`src/rtl/sd_cmd_ctrl.sv`:
```
// sd_cmd_ctrl: SD CMD-line engine that sends a CRC7 command frame and collects and checks the card response
module sd_cmd_ctrl #(
  parameter int NCR_MAX = 64,
  parameter int NRC     = 8
) (
  input  logic        iclk,
  input  logic        irst,
  input  logic        istb,
  input  logic        istart,
  input  logic [5:0]  icmd_index,
  input  logic [31:0] icmd_arg,
  input  logic        icmd_sd,
  output logic        ocmd_sd,
  output logic [31:0] oresp,
  output logic        odone,
  output logic        ocrc_fail,
  output logic        otimeout
);
  typedef enum logic [2:0] {IDLE, SEND, WAIT, RECV, TAIL, DONE} state_t;
  state_t state;
  logic [5:0]   idx;
  logic [47:0]  txf;
  logic [134:0] rsh;
  logic [15:0]  cnt;
  logic         tmo;
  logic         no_resp, long_resp, no_crc, crc_bad;
  logic [39:0]  tx_body;
  function automatic logic [6:0] crc7(input logic [39:0] d);
    logic [6:0] c;
    c = '0;
    for (int i = 39; i >= 0; i--) c = {c[5:0], 1'b0} ^ ({7{d[i] ^ c[6]}} & 7'h09);
    return c;
  endfunction
  // rsh keeps the last received bits with the newest at bit 0, so a 48-bit frame sits in rsh[47:0]
  always_comb begin
    no_resp   = idx == 6'd0 || idx == 6'd15;
    long_resp = idx == 6'd2;
    no_crc    = long_resp || idx == 6'd41;
    tx_body   = {2'b01, icmd_index, icmd_arg};
    crc_bad   = long_resp ? (!rsh[0] || rsh[134])
                          : (!rsh[0] || rsh[46] || (!no_crc && crc7(rsh[47:8]) != rsh[7:1]));
  end
  always_ff @(posedge iclk) begin
    if (irst) begin
      state     <= IDLE;
      ocmd_sd   <= 1'b1;
      oresp     <= '0;
      odone     <= 1'b0;
      ocrc_fail <= 1'b0;
      otimeout  <= 1'b0;
      idx       <= '0;
      txf       <= '1;
      rsh       <= '0;
      cnt       <= '0;
      tmo       <= 1'b0;
    end else begin
      case (state)
        IDLE: if (istart) begin
          idx   <= icmd_index;
          txf   <= {tx_body, crc7(tx_body), 1'b1};
          rsh   <= '0;
          cnt   <= '0;
          tmo   <= 1'b0;
          state <= SEND;
        end
        SEND: if (istb) begin
          ocmd_sd <= txf[47];
          txf     <= {txf[46:0], 1'b1};
          cnt     <= cnt == 16'd47 ? 16'd0 : cnt + 16'd1;
          if (cnt == 16'd47) state <= no_resp ? TAIL : WAIT;
        end
        WAIT: if (istb) begin
          ocmd_sd <= 1'b1;
          if (!icmd_sd) begin
            rsh   <= {rsh[133:0], 1'b0};
            cnt   <= 16'd1;
            state <= RECV;
          end else if (cnt == 16'(NCR_MAX - 1)) begin
            tmo   <= 1'b1;
            cnt   <= '0;
            state <= TAIL;
          end else cnt <= cnt + 16'd1;
        end
        RECV: if (istb) begin
          rsh <= {rsh[133:0], icmd_sd};
          cnt <= cnt == (long_resp ? 16'd135 : 16'd47) ? 16'd0 : cnt + 16'd1;
          if (cnt == (long_resp ? 16'd135 : 16'd47)) state <= TAIL;
        end
        TAIL: if (istb) begin
          ocmd_sd <= 1'b1;
          if (cnt == 16'(NRC - 1)) begin
            odone     <= 1'b1;
            otimeout  <= tmo;
            ocrc_fail <= !tmo && !no_resp && crc_bad;
            if (!tmo && !no_resp) oresp <= long_resp ? rsh[31:0] : rsh[39:8];
            state     <= DONE;
          end else cnt <= cnt + 16'd1;
        end
        DONE: begin
          odone     <= 1'b0;
          ocrc_fail <= 1'b0;
          otimeout  <= 1'b0;
          state     <= IDLE;
        end
        default: state <= IDLE;
      endcase
    end
  end
endmodule

```
`config.mk`:
```
export PLATFORM = sky130hd
export DESIGN_NAME = sd_cmd_ctrl
export DESIGN_NICKNAME = d
export VERILOG_FILES = /design/src/rtl/sd_cmd_ctrl.sv
export SDC_FILE = /design/constraint.sdc
export NUM_CORES = 1
export LEC_CHECK = 0
export ABC_CLOCK_PERIOD_IN_PS = 4000
export CAP_MARGIN = 5
export CORE_MARGIN = 1.5
export CORE_UTILIZATION = 59
export DETAILED_ROUTE_END_ITERATION = 8
export PLACE_DENSITY_LB_ADDON = 0.12
export SETUP_SLACK_MARGIN = 0.5
export SKIP_LAST_GASP = 1
export SYNTH_ARGS = -nofsm -noshare
export SYNTH_HDL_FRONTEND = slang
export SYNTH_SLANG_ARGS = --single-unit
```
`constraint.sdc`:
```
create_clock -name iclk -period 4 [get_ports iclk]
set_clock_uncertainty 0.05 [all_clocks]
set_input_delay 0.8 -clock iclk [delete_from_list [all_inputs] [get_ports iclk]]
set_output_delay 0.8 -clock iclk [all_outputs]
set_load 0.01 [all_outputs]
```
==> results.md, run 1 <==
* Worst setup EP type: flip-flop
* Clk pwr share at approximately a third
* R2R Path Start: rsh[46]
* Antenna Nets Post-Route at 0
* ANT cells at 0
* Layout Nets at about 1.5k
* Post-synthesis cell type count at 52
* Dpl hpwl at around 16 mm
* Min Tclk post-route at 3.36 ns
* Syn_area_per_cell at around 8.3 um2
* Critical Path AT at between 3 and 4 ns
* Area contributors post-synth: dfxtp_1, a21oi_1, nand2_1
* Final worst slack at ~0.64 ns
* Pleak at 5.10 nW
* Flop pwr share at a little over a third
* Synth top area share at between 40% and 50%
* Pwr Total at 7.48 mW
* Clock Pin Slew Worst Setup and Hold Paths at roughly 0.06 ns
* DRC Markers at 0
* Comb power frac at 30.0%
* CTS sink count at 244
* Number of synthesized flops with an enable pin at 0
* Num CTS Buffers at 25
* DP Area at 12500 um2
* I/O Buffers at just under 80
* I/O pin cnt at 79
* Minimum hold slack at around 0.40 ns
* Worst vdd ir at roughly 0.31 mV
* DR vias/cell at around 5.6
* Syn_nets at about 1.5k
* Reg2reg setup slack at about 0.79 ns
* Critical path startpoint: icmd_index[2]
* Final instance area at approximately 13000 um2
* Share of cells above drive strength 1 at under 10%
* Critical path class: primary input to flip-flop
* Initial antenna violation count at 0
* Synth-to-layout area growth at 15.5%
* Slew Limit Fails at 0
* Total internal power at 4.99 mW
* NetSw at ~2.5 mW
* CTS tree: built
* Vias in the first global route at about 8.4k
* Number of warnings issued by yosys at 0
* Synth Register Bits at 244
* Crit share post-route at 83.9%
* Clk buf depth at 3
* CP max FO at 2
* Pre-CTS WS at about 0.12 ns
* Max-slew headroom at between 40% and 50%
* Die Span X at about 140 um
* Starting density of the core at 60.0%
* Ys async rst share at 0%
* Switch share at between 30% and 40%
* Util after Layout at 69.3%
* Area leader, netlist: dfxtp_1
* Worst Hold Class: flip-flop to flip-flop
* Die height at between 100 and 150 um
* PostCTS Resize Cnt at 0
* # H-tree levels at 1
* DRT Wirelength at between 20 and 30 mm
* R2R depth at 9
* Root Buffer: clkbuf_16
* Core outline area at just under 20000 um2
* RSZ-0062 raised after global routing: no
* # Post-CTS Setup Buffers at 0
* Required @ worst endpoint at 4.35 ns
* GP Congestion at between 0.8 and 0.9
* Routed vias at around 9.6k
* Die Area at a little over 20000 um2
* Largest net degree at the start of global routing at between 100 and 150
* Initial DRT Pass Iterations at 6
* Final non-filler cell total at roughly 1.7k
* RR Endpoint: ocrc_fail
* Setup Viol. Count Final at 0
* Gr ovfl total at 0
* Max-cap violations at 0
* Inst Count DP at around 1.7k
* First-pass GRT wire length at approximately 42 mm
* Fin Setup TNS at 0 ns
* Clk Latency, worst-skew pair at 0.52 ns
* Status: finished clean
* Slew at the pin closest to its max-slew limit at 0.849 ns
* Hold Violations, Final at 0
* Ys flop type: dfxtp_1
* Max Fclk at about 0.30 GHz
* CTS hold repair buffers at 0
* Post-Synthesis Cells at around 1.4k
* Overall routing resource usage at 24.6%
* Rows at between 50 and 60
* Crit path to: txf[7]
* Cell Pwr Density at 556 nW/um2
* Sequential share of the synthesized area at between 40% and 50%
* Startpoint Class: primary input
* Initial drt markers at around 700
* Synthesized cell area at approximately 12000 um2
* Routed wire length per instance at about 15 um
## worst min path at each step
stage / startpoint / to / cells after the start
2_1_floorplan: txf[47] / txf[47] / 2
3_3_place_gp: rsh[110] / rsh[110] / 2
3_5_place_dp: rsh[68] / rsh[68] / 2
4_1_cts: rsh[68] / rsh[68] / 2
5_1_grt: rsh[111] / rsh[111] / 2
6_report: rsh[71] / rsh[71] / 2
## layout by cell type, fill, tap and decap left out, drive strengths merged, types with 23 or more instances in the layout
cell type,n
a211oi,36
a21oi,166
and3,39
buf,23
clkbuf,39
clkdlybuf4s50,77
dfxtp,244
mux2i,35
nand2,216
nand2b,42
nand3,144
nor2,105
o21ai,56
xnor2,82
xnor3,27
xor2,27
## critical path, cell delays in order
cell	delay, ns
clkdlybuf4s50_1	0.52
xnor3_1	0.45
xnor3_1	0.45
xor2_1	0.27
xnor3_1	0.41
xor2_1	0.28
xnor2_1	0.15
a211oi_1	0.09
a211o_1	0.29
## state kept, by name (all words and copies together) (netlist names)
| signal | flops |
|---|---|
| rsh | 135 |
| txf | 47 |
| oresp | 32 |
| cnt | 16 |
| idx | 6 |
| state | 3 |
| ocmd_sd | 1 |
| ocrc_fail | 1 |
| odone | 1 |
| otimeout | 1 |
| tmo | 1 |
## kinds of logic (layout without fill, tap and decap cells)
group	after synthesis	count (layout)	synth area share (%)
and+or+nand+nor	589	589	23.3
DFF	244	244	42.0
adders and majority gates	1	1	0.108
xor gates and xnor gates	136	136	13.8
muxes	35	35	3.01
buffers and inverters	119	152	4.15
AOI/OAI and AO/OA	283	283	13.6
## cells in the mapped netlist, drive strengths merged, types with 5 or more instances
| library cell | number |
|---|---|
| a211oi | 36 |
| a21oi | 166 |
| and3 | 39 |
| clkbuf | 109 |
| dfxtp | 244 |
| inv | 8 |
| mux2i | 35 |
| nand2 | 216 |
| nand2b | 42 |
| nand3 | 144 |
| nor2 | 105 |
| nor3 | 7 |
| o21ai | 56 |
| or2 | 5 |
| or3 | 10 |
| xnor2 | 82 |
| xnor3 | 27 |
| xor2 | 27 |
## area by class of cell
class | count | area (um2)
clock buffer | 39 | 768
clock inverter | 5 | 125
fill | 1611 | 5960
inverter | 8 | 30.0
multi-input combinational | 1044 | 6300
sequential | 244 | 4880
tap | 265 | 332
timing repair buffer | 100 | 997
## power groups by stage
stage	Sequential, mW	Combinational, mW	Clock [mW]
2_1_floorplan	2.73	1.78	0
3_3_place_gp	2.78	2.21	0
3_5_place_dp	2.78	2.23	0
4_1_cts	2.74	2.24	2.54
5_1_grt	2.76	2.51	2.63
6_report	2.74	2.24	2.50
## per-layer routing
metal | routed length [um] | part of all wire (%) | GRT usage [%] | vias up
li1 | - | - | - | 4837
met1 | 12200 | 48 | 36.2 | 4513
met2 | 11600 | 46 | 38.7 | 201
met3 | 1070 | 4.2 | 2.93 | 35
met4 | 379 | 1.5 | 5.10 | 0
met5 | 0 | 0 | 0 | -
No activity file was read; power rests on OpenSTA's default activity.
==> run 2: changes to the inputs <==
ABC_CLOCK_PERIOD_IN_PS = 3100   (was 4000)
clock period = 3.1 ns   (was 4 ns; I/O delays follow)
==> results.md, run 2 (synthesized netlist as in run 1, its figures left out) <==
* Register name with the most flops: rsh
* DP Area at 12900 um2
* Comb power frac at ~37%
* Top flop regs: rsh x135, txf x47, oresp x32
* Critical Path AT at around 3.4 ns
* CP max FO at 3
* Clk Latency, worst-skew pair at 0.53 ns
* Pwr Total at approximately 10 mW
* CTS tree: built
* Fin Setup TNS at 0 ns
* Initial DRT Pass Iterations at 5
* Synth-to-layout area growth at 23.8%
* Cell Chain, Critical Path: xnor2_1 -> buf_4 -> xnor2_1 -> xnor3_2 -> buf_12 -> xnor2_4 -> buf_4 -> xnor2_1 -> xnor2_1 -> mux2i_1 -> o2111ai_2 -> o2bb2ai_1
* Minimum hold slack at 0.400 ns
* Vias in the first global route at roughly 9.0k
* Largest net degree at the start of global routing at between 100 and 150
* Gr ovfl total at 0
* I/O Buffers at just under 80
* Antenna Nets Post-Route at 0
* WHS Endpoint: rsh[127]
* Max Fclk at about 0.33 GHz
* NetSw at 3.59 mW
* CP max-delay cell: xnor3_2
* Inst Count DP at ~1.7k
* Routed wire length per instance at around 16 um
* Max-cap violations at 0
* Worst Path Buf+Inv at 3
* DRC Markers at 0
* Dpl hpwl at approximately 17 mm
* Switch share at between 30% and 40%
* Clk pwr share at between 20% and 30%
* Clk buf depth at 3
* RSZ-0062 raised after global routing: yes
* DR vias/cell at between 5 and 6
* Min Tclk post-route at between 3 and 4 ns
* Rows at between 50 and 60
* Worst setup EP type: flip-flop
* First-pass GRT wire length at roughly 44 mm
* Share of cells above drive strength 1 at between 10% and 20%
* Worst vdd ir at ~0.57 mV
* Hold Violations, Final at 0
* Flop pwr share at 33.6%
* Setup Viol. Count Final at 0
* Cell Pwr Density at 726 nW/um2
* Initial drt markers at approximately 760
* Final non-filler cell total at approximately 1.8k
* Required @ worst endpoint at 3.45 ns
* Slew at the pin closest to its max-slew limit at around 0.70 ns
* Die Area at 20600 um2
* Crit share post-route at 97.5%
* Top delay family on crit path: XOR/XNOR gates
* Worst Hold Class: flip-flop to flip-flop
* Routed vias at 9965
* Total internal power at roughly 6.9 mW
* Slowest stage delay, CP at about 0.44 ns
* Hold Path Depth at 2
* # H-tree levels at 1
* DRT Wirelength at roughly 28 mm
* CTS hold repair buffers at 0
* Startpoint Class: flip-flop
* Core outline area at between 15000 and 20000 um2
* Final instance area at roughly 14000 um2
* Die Span X at about 140 um
* Critical path class: flip-flop to flip-flop
* RR Endpoint: ocrc_fail
* Die height at 143 um
* Largest register FFs at 135
* Initial antenna violation count at 0
* Commonest non-fill, non-tap cells in the layout: dfxtp_1, nand2_1, a21oi_1
* Pre-CTS WS at -0.371 ns
* Final worst slack at slightly below 0.08 ns
* Status: finished clean
* CTS sink count at between 200 and 250
* Overall routing resource usage at approximately 26%
* Root Buffer: clkbuf_16
* Commonest non-fill, non-tap cell in the layout: dfxtp_1
* GP Congestion at between 0.8 and 0.9
* Pleak at between 5 and 6 nW
* Max-slew headroom at between 50% and 60%
* Layout Nets at ~1.5k
* R2R Path Start: rsh[40]
* Util after Layout at between 70% and 80%
* I/O pin cnt at 79
* Clock Pin Slew Worst Setup and Hold Paths at ~0.060 ns
* ANT cells at 0
* Reg2reg setup slack at roughly 0.077 ns
* Starting density of the core at about three fifths
* Slew Limit Fails at 0
* Worst min-delay path startpoint: rsh[127]
* Num CTS Buffers at 27
* R2R depth at 12
* Worst path most repeated cell: xnor2_1
## run 2: worst max-delay path by stage
stage | start | to | slack [ns] | depth (start not counted)
after floorplan | icmd_arg[27] | txf[7] | 0.38 | 8
after CTS | rsh[39] | ocrc_fail | 0.24 | 9
after detailed placement | icmd_index[0] | txf[7] | -0.37 | 9
final | rsh[40] | ocrc_fail | 0.08 | 12
after global routing | rsh[44] | ocrc_fail | 0.0001 | 12
after global placement | icmd_index[0] | txf[7] | -0.27 | 9
## run 2: tightest hold or removal path: cells and delay by family, from the launching register on
family	cells	cell delay (ns)
flip-flops	1	0.31
AND/OR/NAND/NOR	1	0.05
AO/OA/AOI/OAI	1	0.05
## run 2: what timing repair did
item / 4_1_cts / 5_1_grt
pin swaps: 38 / 34
buffers inserted: 18 / 7
endpoints found under the setup margin: 17 / 25
gates resized for setup: 44 / 58
## run 2: layout make-up
type / count / area [um2]
Clock buffer: 41 / 808
Clock inverter: 5 / 62.6
Fill cell: 1469 / 4990
Inverter: 8 / 30.0
Multi-Input combinational cell: 1044 / 6730
Sequential cell: 244 / 4910
Tap cell: 265 / 332
Timing Repair Buffer: 157 / 1540
## run 2: power groups by stage
stage,logic (mW),clock network [mW],registers [mW]
after floorplan,2.31,0,3.52
after global placement,3.19,0,3.57
after detailed placement,3.23,0,3.57
after CTS,3.43,3.16,3.51
after global routing,4.20,3.30,3.54
final,3.84,3.10,3.52
## run 2: per-layer routing
| layer | vias to the layer above | track usage [%] | wire [um] |
|---|---|---|---|
| li1 | 4937 | - | - |
| met1 | 4737 | 36.3 | 12400 |
| met2 | 253 | 42.5 | 13400 |
| met3 | 38 | 3.10 | 1220 |
| met4 | 0 | 6.50 | 491 |
| met5 | - | 0 | 0 |
